`config.mk`:
```
export PLATFORM = sky130hd
export DESIGN_NAME = mem_arbiter
export DESIGN_NICKNAME = d
export VERILOG_FILES = /design/src/rtl/mem_arbiter_pkg.sv /design/src/rtl/mem_arbiter_rr_arb2.sv /design/src/rtl/mem_arbiter.sv
export SDC_FILE = /design/constraint.sdc
export NUM_CORES = 1
export LEC_CHECK = 0
export CORE_UTILIZATION = 40
export CTS_BUF_LIST = sky130_fd_sc_hd__clkbuf_4 sky130_fd_sc_hd__clkbuf_8
export DETAILED_ROUTE_END_ITERATION = 8
export PLACE_DENSITY_LB_ADDON = 0.2
export REMOVE_ABC_BUFFERS = 1
export SLEW_MARGIN = 20
export SYNTH_ARGS = -nofsm -noshare
export SYNTH_HDL_FRONTEND = slang
export SYNTH_HIERARCHICAL = 1
export SYNTH_SLANG_ARGS = --single-unit
```
`constraint.sdc`:
```
create_clock -name clk -period 4.04 [get_ports clk]
set_clock_uncertainty 0.15 [all_clocks]
set_input_delay 0.404 -clock clk [delete_from_list [all_inputs] [get_ports clk]]
set_output_delay 0.404 -clock clk [all_outputs]
set_load 0.05 [all_outputs]
```
`src/rtl/mem_arbiter_pkg.sv`:
```
// rtl/mem_arbiter_pkg.sv - shared memory command codes and arbiter FSM encodings
package mem_arbiter_pkg;

    localparam logic [1:0] MREAD  = 2'b00;
    localparam logic [1:0] MWRITE = 2'b01;
    localparam logic [1:0] MNONE  = 2'b10;

    typedef enum logic [1:0] {
        IDLE  = 2'd0,
        ISSUE = 2'd1,
        RDCAP = 2'd2
    } arb_state_t;

    // Both 2'b10 and 2'b11 are no-ops; only the MSB matters.
    function automatic logic is_noop(input logic [1:0] cmd);
        return cmd[1];
    endfunction

endpackage

```
`src/rtl/mem_arbiter_rr_arb2.sv`:
```
// rtl/mem_arbiter_rr_arb2.sv - combinational two-way round-robin pick
module rr_arb2 (
    input  logic       req0,
    input  logic       req1,
    input  logic       last,
    output logic [1:0] win
);

    // On a tie the requester that was not granted last time wins.
    always_comb begin
        win    = 2'b00;
        win[0] = req0 & (~req1 | last);
        win[1] = req1 & (~req0 | ~last);
    end

endmodule

```
`src/rtl/mem_arbiter.sv`:
```
// rtl/mem_arbiter.sv - two-port round-robin arbiter and sequencer for the shared RAM
module mem_arbiter
    import mem_arbiter_pkg::*;
#(
    parameter int AW = 9,
    parameter int DW = 16
) (
    input  logic          clk,
    input  logic          reset,
    input  logic          req0,
    input  logic          req1,
    input  logic [1:0]    cmd0,
    input  logic [1:0]    cmd1,
    input  logic [AW-1:0] addr0,
    input  logic [AW-1:0] addr1,
    input  logic [DW-1:0] wdata0,
    input  logic [DW-1:0] wdata1,
    output logic          gnt0,
    output logic          gnt1,
    output logic          rvalid0,
    output logic          rvalid1,
    output logic [DW-1:0] rdata0,
    output logic [DW-1:0] rdata1,
    output logic [1:0]    mem_cmd,
    output logic [AW-1:0] mem_addr,
    output logic [DW-1:0] write_data,
    input  logic [DW-1:0] data_out
);

    arb_state_t    state;
    arb_state_t    state_nxt;
    logic          last;
    logic          owner;
    logic [1:0]    cmd_q;
    logic [AW-1:0] addr_q;
    logic [DW-1:0] wdata_q;
    logic [1:0]    win;

    rr_arb2 u_rr_arb2 (
        .req0 (req0),
        .req1 (req1),
        .last (last),
        .win  (win)
    );

    always_ff @(posedge clk) begin
        if (reset) begin
            state <= IDLE;
        end else begin
            state <= state_nxt;
        end
    end

    always_comb begin
        state_nxt = state;
        case (state)
            IDLE:    if (|win) state_nxt = ISSUE;
            ISSUE:   state_nxt = (cmd_q == MREAD) ? RDCAP : IDLE;
            RDCAP:   state_nxt = IDLE;
            default: state_nxt = IDLE;
        endcase
    end

    always_ff @(posedge clk) begin
        if (reset) begin
            last    <= 1'b1;
            owner   <= 1'b0;
            cmd_q   <= MNONE;
            addr_q  <= '0;
            wdata_q <= '0;
            rvalid0 <= 1'b0;
            rvalid1 <= 1'b0;
            rdata0  <= '0;
            rdata1  <= '0;
        end else begin
            rvalid0 <= (state == RDCAP) && !owner;
            rvalid1 <= (state == RDCAP) && owner;
            if (state == IDLE && |win) begin
                owner   <= win[1];
                last    <= win[1];
                cmd_q   <= win[1] ? cmd1   : cmd0;
                addr_q  <= win[1] ? addr1  : addr0;
                wdata_q <= win[1] ? wdata1 : wdata0;
            end
            // The select bit routes reads away from the RAM: return zero, never sampled data.
            if (state == RDCAP) begin
                if (owner) begin
                    rdata1 <= addr_q[AW-1] ? '0 : data_out;
                end else begin
                    rdata0 <= addr_q[AW-1] ? '0 : data_out;
                end
            end
        end
    end

    always_comb begin
        gnt0       = 1'b0;
        gnt1       = 1'b0;
        mem_cmd    = MNONE;
        mem_addr   = '0;
        write_data = '0;
        if (state == ISSUE) begin
            gnt0       = !owner;
            gnt1       = owner;
            mem_cmd    = is_noop(cmd_q) ? MNONE : cmd_q;
            mem_addr   = addr_q;
            write_data = wdata_q;
        end
    end

endmodule

```
==> results of run 1 <==
[registers in the layout, indices dropped and copies added (netlist names)]
name and cells:
wdata_q 16, rdata0 16, last 1, addr_q 9
rdata1 16, rvalid0 1, cmd_q 2, owner 1
rvalid1 1, state 2
[critical path, stage by stage, from the launching register on]
cell	delay [ns]
dfxtp_1	0.45
nor2b_1	0.16
buf_4	0.26
nand2b_1	0.14
nor2_1	0.12
clkdlybuf4s50_1	0.81
[placed cells by master (no fill, tap or decap), drive strengths merged]
cell type	netlist	routed
and2	27	27
buf	13	7
nand3b	1	1
a221o	1	1
nor2	5	5
and3b	1	1
bufinv	0	1
a21oi	58	58
or3b	2	2
nand2b	1	1
clkinv	0	2
nand2	64	64
dfxtp	65	65
mux2	1	1
a21boi	3	3
clkbuf	16	13
nor2b	19	19
a211o	1	1
or2	1	1
a22oi	1	1
clkdlybuf4s50	0	135
nor3b	1	1
inv	2	2
mux2i	26	26
a211oi	26	26
nor3	1	1
[Yosys cell counts]
master | n | area (um2)
mux2i_1 | 26 | 260
nor2_1 | 5 | 18.8
dfxtp_1 | 65 | 1300
buf_6 | 4 | 45.0
nand3b_1 | 1 | 7.51
and3b_1 | 1 | 8.76
a21boi_1 | 1 | 7.51
buf_2 | 8 | 40.0
mux2_2 | 1 | 11.3
inv_1 | 2 | 7.51
buf_4 | 1 | 7.51
nor3b_2 | 1 | 12.5
a211oi_2 | 20 | 250
nor3_1 | 1 | 5.00
clkbuf_1 | 16 | 60.1
nor2b_1 | 19 | 119
a21boi_0 | 2 | 15.0
or2_1 | 1 | 6.26
a22oi_1 | 1 | 7.51
and2_1 | 27 | 169
a21oi_1 | 58 | 290
a221o_1 | 1 | 10.0
a211o_1 | 1 | 8.76
or3b_1 | 2 | 17.5
a211oi_1 | 6 | 45.0
nand2_1 | 64 | 240
nand2b_1 | 1 | 6.26
[cells by family (layout without fill, tap and decap cells)]
logic type	Yosys count	in the layout	share of synthesized area [%]
mux	27	27	9.12
buf+inv	31	160	5.38
simple gates	123	123	20.5
flops	65	65	43.7
compound gates	90	90	21.3
[worst max path at each step]
stage,start,to,cells past startpoint
after floorplan,req1,addr_q[8],4
after global placement,req0,wdata_q[1],7
after detailed placement,req0,wdata_q[1],7
after CTS,state[0],mem_cmd[0],5
after global routing,state[0],mem_cmd[0],5
final,state[0],mem_cmd[0],5
[per-stage QoR]
| step | area (um2) | hold slack [ns] | setup TNS [ns] | std cells | util, % |
|---|---|---|---|---|---|
| finish | 4560 | 0.303 | 0 | 564 | 63.3 |
| global placement | 4360 | 0.291 | 0 | 548 | 60.5 |
| floorplan | 2830 | 0.271 | -38.78 | 307 | - |
| global route | 4560 | 0.323 | 0 | 564 | 63.3 |
| CTS | 4560 | 0.306 | 0 | 564 | 63.3 |
| detailed placement | 4360 | 0.296 | 0 | 548 | 60.5 |
[per-layer routing]
metal	track usage, %	vias up
li1	-	1391
met1	24.5	1312
met2	36.3	78
met3	4.76	15
met4	7.04	0
met5	0	-
[final cells by class]
type                       instances  area, um2  area share [%]
timing repair buffer             142       1400            30.7
inverter                           2       7.51           0.164
sequential                        65       1300            28.5
clock buffer                      13        160            3.51
multi-input combinational        240       1530            33.5
tap                               99        124            2.71
clock inverter                     3       40.0           0.877
[power by group through the flow]
stage / sequential [mW] / clock, mW / combinational [mW]
floorplan: 0.719 / 0 / 0.206
global placement: 0.720 / 0 / 0.355
detailed placement: 0.722 / 0 / 0.361
CTS: 0.708 / 0.562 / 0.363
global route: 0.714 / 0.592 / 0.384
finish: 0.709 / 0.548 / 0.360
==> qor.txt, run 1 <==
outcome - finished, final reports clean
Pint - 1.17 mW
Root Driver - clkbuf_8
Post-Syn Instances - 336
final worst slack - 1.23 ns
FMAX - 356 MHz
post-layout min period - 2.81 ns
DR pass1 iterations - 4
maximum clock path buffer count - 2
Endpoint, Worst Hold - rdata0[9]
worst-path fanout max - 28
R2R setup slack - 1.99 ns
fillcell total - 650
CP Data Arrival Time - 2.25 ns
grt ovf - 0
initial antenna violation count - 0
total of max-cap violations - 0
final hold violation count - 0
Worst Reg2Reg Path Length in Cells - 7
Antenna diodes - 0
wire length per cell - 14.0 um
startpoint types - register
critical path capture point type - primary output
RSZ-0062 raised after global routing - no
final total power - 1.62 mW
layout cell share with drive strength beyond 1 - 10.1%
DRC viols - 0
worst hold path depth - 2
sequential share of power - 43.8%
final setup violation count - 0
Slew @ Worst Pin - 1.05 ns
Detail Placement HPWL - 5.37 mm
Warnings, synthesis - 6
Setup Fix Bufs, Post-CTS - 0
Starting Density - 41.3%
Die W - 88.3 um
P_leak - 1.62 nW
metal3 WL - 402 um
# hold bufs at CTS - 0
Avg Cell Area, Syn - 8.86 um2
DP Worst Slack - 1.47 ns
Peak VDD IR - 0.188 mV
RR Endpoint - wdata_q[1]
M1 WL - 3.33 mm
worst skew pair latency - 0.32 ns
crit share post-route - 69.5%
H-tree lvl count - 3
top routing layer in use - met4
PostCTS Resize Cnt - 0
Setup CP Type - reg -> out
die area - 7790 um2
placer congestion estimate - 0.702
power share of the clock group - 33.9%
vias after detailed routing - 2,796
Rel. slew slack - 29.6%
first-pass GRT wire length - 12.4 mm
synth unique cells - 27
Yosys reg bits - 65
Worst Hold Class - reg -> reg
clock transition at the registers of the reported paths - 0.06 ns
Core Area - 7210 um2
post-synthesis sequential area ratio - 43.7%
largest net degree at the start of global routing - 35
worst r2r src - last
pwr dens - 354 nW/um2
CTS tree - yes
CTS Sinks - 65
Layout area overhead - 53.3%
Die Y - 88.3 um
Gate power share - 22.2%
Antenna Nets Post-Route - 0
I/O pin total - 137
synthesized cell area - 2980 um2
Total Nets Final - 534
Final Max Slew Viols - 0
global-route usage over all layers - 20.5%
Switching Fraction - 27.7%
Rows - 31
total wire length - 7.91 mm
Initial DRC Count - 106
number of global-route vias before repair - 2,597
WL met2 - 4.01 mm
input/output buffers - 136
CP required - 3.49 ns
DR vias/cell - 4.96
min-delay src - rdata0[9]
Sw Pwr - 0.448 mW
CTS Buf Count - 9
(Power assumes the default switching activity.)
==> run 2, diff against run 1 <==
--- a/config.mk
+++ b/config.mk
@@ -5,7 +5,7 @@
 export SDC_FILE = /design/constraint.sdc
 export NUM_CORES = 1
 export LEC_CHECK = 0
-export CORE_UTILIZATION = 40
+export CORE_UTILIZATION = 39
 export CTS_BUF_LIST = sky130_fd_sc_hd__clkbuf_4 sky130_fd_sc_hd__clkbuf_8
 export DETAILED_ROUTE_END_ITERATION = 8
 export PLACE_DENSITY_LB_ADDON = 0.2
==> constraint.sdc (replaced) <==
create_clock -name clk -period 2.34 [get_ports clk]
set_clock_uncertainty 0.15 [all_clocks]
set_input_delay 0.234 -clock clk [delete_from_list [all_inputs] [get_ports clk]]
set_output_delay 0.234 -clock clk [all_outputs]
set_load 0.05 [all_outputs]
==> qor.txt, run 2 (synthesized netlist as in run 1, its figures left out) <==
Rows - 31 (unchanged)
Detail Placement HPWL - 5.70 mm (+6.3%)
crit share post-route - 84.6%
Rel. slew slack - 48.3% (+19 points)
total of max-cap violations - 0 (unchanged)
total wire length - 7.95 mm (+0.51%)
PostCTS Resize Cnt - 0 (unchanged)
CP required - 1.96 ns (-1.53 ns)
CTS tree - yes
FMAX - 505 MHz
Slowest cell on crit path - dfxtp_1
startpoint types - register
clock transition at the registers of the reported paths - 0.08 ns (+0.02 ns)
Max stage delay on crit path - 0.44 ns (-0.37 ns)
Die Y - 89.4 um (+1.2%)
outcome - finished, final reports clean
worst path cell trace - nor2b_1 -> buf_4 -> nand2b_1 -> nor2_1 -> buf_12
DR pass1 iterations - 4 (unchanged)
grt peak-use layer - met2
Pint - 2.26 mW (+93%)
Gate power share - 23.2% (+1.0 points)
met1 usage - 24.4% (-0.076 points)
grt ovf - 0 (unchanged)
input/output buffers - 136 (unchanged)
Die W - 89.4 um (+1.2%)
commonest non-fill, non-tap cell in the layout - clkdlybuf4s50_1
Core Area - 7330 um2 (+1.6%)
P_leak - 1.80 nW (+11%)
dpl cell area - 4710 um2 (+7.9%)
Setup Fix Bufs, Post-CTS - 0 (unchanged)
global-route usage over all layers - 20.3% (-0.25 points)
DP Worst Slack - 0.293 ns (-1.17 ns)
design area - 4960 um2 (+8.6%)
met2 Resource Use GR - 36.1% (-0.21 points)
final setup violation count - 0 (unchanged)
wire length per cell - 14.0 um (-0.20%)
placer congestion estimate - 0.707 (+0.68%)
layout cell share with drive strength beyond 1 - 17.1% (+7.0 points)
DRC viols - 0 (unchanged)
final hold violation count - 0 (unchanged)
Layout area overhead - 66.4%
Setup CP Type - reg -> out
Initial DRC Count - 86 (-19%)
most frequent cells in the layout - clkdlybuf4s50_1 (106), dfxtp_1 (65), nand2_1 (64), a21oi_1 (58), buf_12 (31)
post-layout min period - 1.98 ns
Slew @ Worst Pin - 0.774 ns (-0.277 ns)
largest net degree at the start of global routing - 36 (+2.9%)
power share of the clock group - 37.6% (+3.7 points)
critical path capture point type - primary output
Switching Fraction - 26.9% (-0.81 points)
initial antenna violation count - 0 (unchanged)
worst skew pair latency - 0.32 ns (about the same)
I/O pin total - 137 (unchanged)
Worst Hold Class - in -> reg
CTS Sinks - 65 (unchanged)
Antenna Nets Post-Route - 0 (unchanged)
Sw Pwr - 0.830 mW (+85%)
final worst slack - 0.361 ns (-0.870 ns)
CTS Buf Count - 9 (unchanged)
Antenna diodes - 0 (unchanged)
Top Registers - rdata0: 16 flops, rdata1: 16 flops, wdata_q: 16 flops
Final Max Slew Viols - 0 (unchanged)
sequential share of power - 39.2% (-4.6 points)
GR Layer Usage met3 - 3.97% (-0.79 points)
Starting Density - 40.6% (-0.66 points)
RSZ-0062 raised after global routing - no
maximum clock path buffer count - 2 (unchanged)
worst-path fanout max - 9 (-68%)
pwr dens - 623 nW/um2 (+76%)
Total Nets Final - 538 (+0.75%)
first-pass GRT wire length - 12.3 mm (-1.3%)
H-tree lvl count - 3 (unchanged)
DR vias/cell - 4.94 (-0.42%)
Peak VDD IR - 0.333 mV (+77%)
die area - 7990 um2 (+2.5%)
# hold bufs at CTS - 0 (unchanged)
vias after detailed routing - 2,804 (+0.29%)
Root Driver - clkbuf_8
number of global-route vias before repair - 2,517 (-3.1%)
CP Data Arrival Time - 1.60 ns (-0.65 ns)
run 2: cell types whose count changed in the layout (fill, tap and decap cells not counted), sizes merged:
cell / delta
bufinv: +2
inv: +1
clkdlybuf4s50: -29
buf: +33
clkinv: -1
clkinvlp: +1
clkbuf: -3
run 2: final timing paths:
| check | slack [ns] | cells past startpoint | endpoint | from |
|---|---|---|---|---|
| worst min-delay path | 0.29 | 2 | rdata1[5] | reset |
| worst max register to register | 0.65 | 5 | cmd_q[1] | last |
| worst min register to register | 0.30 | 2 | rdata1[4] | rdata1[4] |
| worst max-delay path | 0.36 | 5 | mem_cmd[0] | state[0] |
run 2: final cells by class:
class / count / area [um2]
clock inverters: 6 / 115
flip-flops and latches: 65 / 1300
repair buffers: 146 / 1750
fillers: 579 / 2370
clock buffers: 10 / 131
multi-input cells: 240 / 1530
well taps: 99 / 124
inverters: 2 / 7.51
run 2: metrics by stage:
step           power, mW  cells  hold WS, ns  util (%)  setup TNS, ns
6_report            3.09    568        0.289      67.6              0
5_1_grt             3.22    568        0.299      67.6              0
4_1_cts             3.12    568        0.273      67.6              0
3_5_place_dp        1.96    552        0.298      64.2              0
3_3_place_gp        1.94    552        0.293      64.2              0
2_1_floorplan       1.60    307        0.149         -         -86.22
run 2: worst max-delay path, delay by kind of cell, from the launching register on:
family	cells	cell delay (ns)
buffers and inverters	2	0.35
flip-flops	1	0.44
AND/OR/NAND/NOR	3	0.49
run 2: routing by layer:
layer	share of wire (%)	wire length (um)	vias to the layer above
li1	-	-	1410
met1	42	3310	1310
met2	52	4100	75
met3	5.2	412	9
met4	1.5	120	0
met5	0	0	-
run 2: power groups by stage:
stage	clock (mW)	combinational, mW	sequential (mW)
floorplan	0	0.356	1.24
global placement	0	0.709	1.23
detailed placement	0	0.722	1.24
CTS	1.18	0.724	1.21
global route	1.23	0.766	1.22
finish	1.16	0.717	1.21
==> run 3, diff against run 2 <==
==> constraint.sdc (replaced) <==
create_clock -name clk -period 1.6 [get_ports clk]
set_clock_uncertainty 0.15 [all_clocks]
set_input_delay 0.16 -clock clk [delete_from_list [all_inputs] [get_ports clk]]
set_output_delay 0.16 -clock clk [all_outputs]
set_load 0.05 [all_outputs]
==> qor.txt, run 3 (synthesized netlist as in run 1, its figures left out) <==
Final Max Slew Viols - 0 (unchanged)
crit share post-route - 105%
largest net degree at the start of global routing - 36 (unchanged)
Sw Pwr - 1.28 mW (+54%)
startpoint types - register
sequential share of power - 38.2% (-1.0 points)
total of max-cap violations - 0 (unchanged)
pwr dens - 907 nW/um2 (+46%)
CTS tree - yes
Peak VDD IR - 0.423 mV (+27%)
post-layout min period - 1.68 ns
Antenna diodes - 0 (unchanged)
initial antenna violation count - 0 (unchanged)
total wire length - 8.47 mm (+6.6%)
first-pass GRT wire length - 13.3 mm (+8.4%)
CP required - 1.29 ns (-0.67 ns)
die area - 7990 um2 (unchanged)
Total Nets Final - 555 (+3.2%)
wire length per cell - 14.5 um (+3.5%)
vias after detailed routing - 2,890 (+3.1%)
FMAX - 596 MHz
# hold bufs at CTS - 0 (unchanged)
DR vias/cell - 4.94 (about the same)
Rel. slew slack - 66.6% (+18 points)
Starting Density - 40.6% (unchanged)
final worst slack - -0.0769 ns (-0.438 ns)
Die W - 89.4 um (unchanged)
number of global-route vias before repair - 2,781 (+10%)
CTS Sinks - 65 (unchanged)
worst-path fanout max - 9 (unchanged)
Hold Slack - 0.112 ns (-0.177 ns)
Setup CP Type - reg -> out
failing checks - negative setup slack
commonest non-fill, non-tap cell in the layout - clkdlybuf4s50_1
Initial DRC Count - 108 (+26%)
DR pass1 iterations - 4 (unchanged)
dpl cell area - 4730 um2 (+0.43%)
final total power - 4.66 mW (+51%)
CP Data Arrival Time - 1.37 ns (-0.23 ns)
non-filler cells, final - 585 (+3.0%)
power share of the clock group - 36.8% (-0.8 points)
Cells after DPL - 566 (+2.5%)
final setup violation count - 28 (+28)
DRC viols - 0 (unchanged)
maximum clock path buffer count - 2 (unchanged)
Core Area - 7330 um2 (unchanged)
Layout area overhead - 72.7%
grt ovf - 0 (unchanged)
global-route usage over all layers - 22.2% (+1.9 points)
outcome - finished, violations left
Slew @ Worst Pin - 0.501 ns (-0.273 ns)
Antenna Nets Post-Route - 0 (unchanged)
final hold violation count - 0 (unchanged)
RSZ-0062 raised after global routing - yes
CTS Buf Count - 9 (unchanged)
critical path capture point type - primary output
clock transition at the registers of the reported paths - 0.08 ns (about the same)
layout cell share with drive strength beyond 1 - 34.6% (+18 points)
Die Y - 89.4 um (unchanged)
Switching Fraction - 27.4% (+0.54 points)
Worst Hold Class - in -> reg
most frequent cells in the layout - clkdlybuf4s50_1 (71), nand2_1 (64), dfxtp_1 (62), a21oi_1 (58), buf_4 (53)
placer congestion estimate - 0.747 (+5.6%)
Gate power share - 25.0% (+1.8 points)
Detail Placement HPWL - 5.90 mm (+3.4%)
Top Registers - rdata0: 16 flops, rdata1: 16 flops, wdata_q: 16 flops
Root Driver - clkbuf_8
I/O pin total - 137 (unchanged)
Pint - 3.39 mW (+50%)
Rows - 31 (unchanged)
worst skew pair latency - 0.35 ns (+0.03 ns)
post-layout util - 70.1% (+2.5 points)
design area - 5140 um2 (+3.8%)
H-tree lvl count - 3 (unchanged)
P_leak - 2.03 nW (+13%)
input/output buffers - 136 (unchanged)
## run 3: repair_timing
action	in CTS	in global routing
buffers inserted	4	0
pin swaps	2	0
resized for setup	44	8
cloned	1	0
endpoints found under the setup margin	44	53
## run 3: critical path, stage by stage, from the launching register on
cell and delay (ns):
dfxtp_2 0.33, nor2b_4 0.17, buf_6 0.16, nand2b_4 0.08, nor2_4 0.13, buf_12 0.14
## run 3: final timing paths
| kind | start | end | slack (ns) | cells past startpoint |
|---|---|---|---|---|
| worst min register to register | rdata1[10] | rdata1[10] | 0.31 | 2 |
| worst max register to register | last | wdata_q[4] | 0.04 | 5 |
| worst max-delay path | state[0] | mem_cmd[0] | -0.08 | 5 |
| worst min-delay path | reset | rvalid1 | 0.11 | 2 |
## run 3: cell type report
type                       count  area [um2]
clock buffer                  10         131
clock inverter                 6         115
fill                         547        2190
inverter                       2        7.51
multi-input combinational    240        1640
sequential                    65        1310
tap                           99         124
timing repair buffer         163        1820
## run 3: power groups by stage
stage               clock network [mW]  registers, mW  logic [mW]
finish                            1.72           1.78        1.17
global route                      1.80           1.79        1.25
CTS                               1.74           1.78        1.18
detailed placement                   0           1.81        1.09
global placement                     0           1.81        1.07
floorplan                            0           1.82       0.521
## run 3: routing by layer
metal	track usage [%]	up-vias	wire length (um)
met5	0	-	0
met4	10.1	0	171
met3	3.69	16	367
met2	38.6	85	4370
met1	26.9	1359	3560
li1	-	1430	-
## run 3: through the flow
stage          TNS [ns]  setup slack, ns
6_report          -1.09          -0.0769
5_1_grt           -2.72           -0.138
4_1_cts           -2.07           -0.108
3_5_place_dp      -7.74           -0.304
3_3_place_gp      -6.93           -0.269
2_1_floorplan   -118.20            -3.70
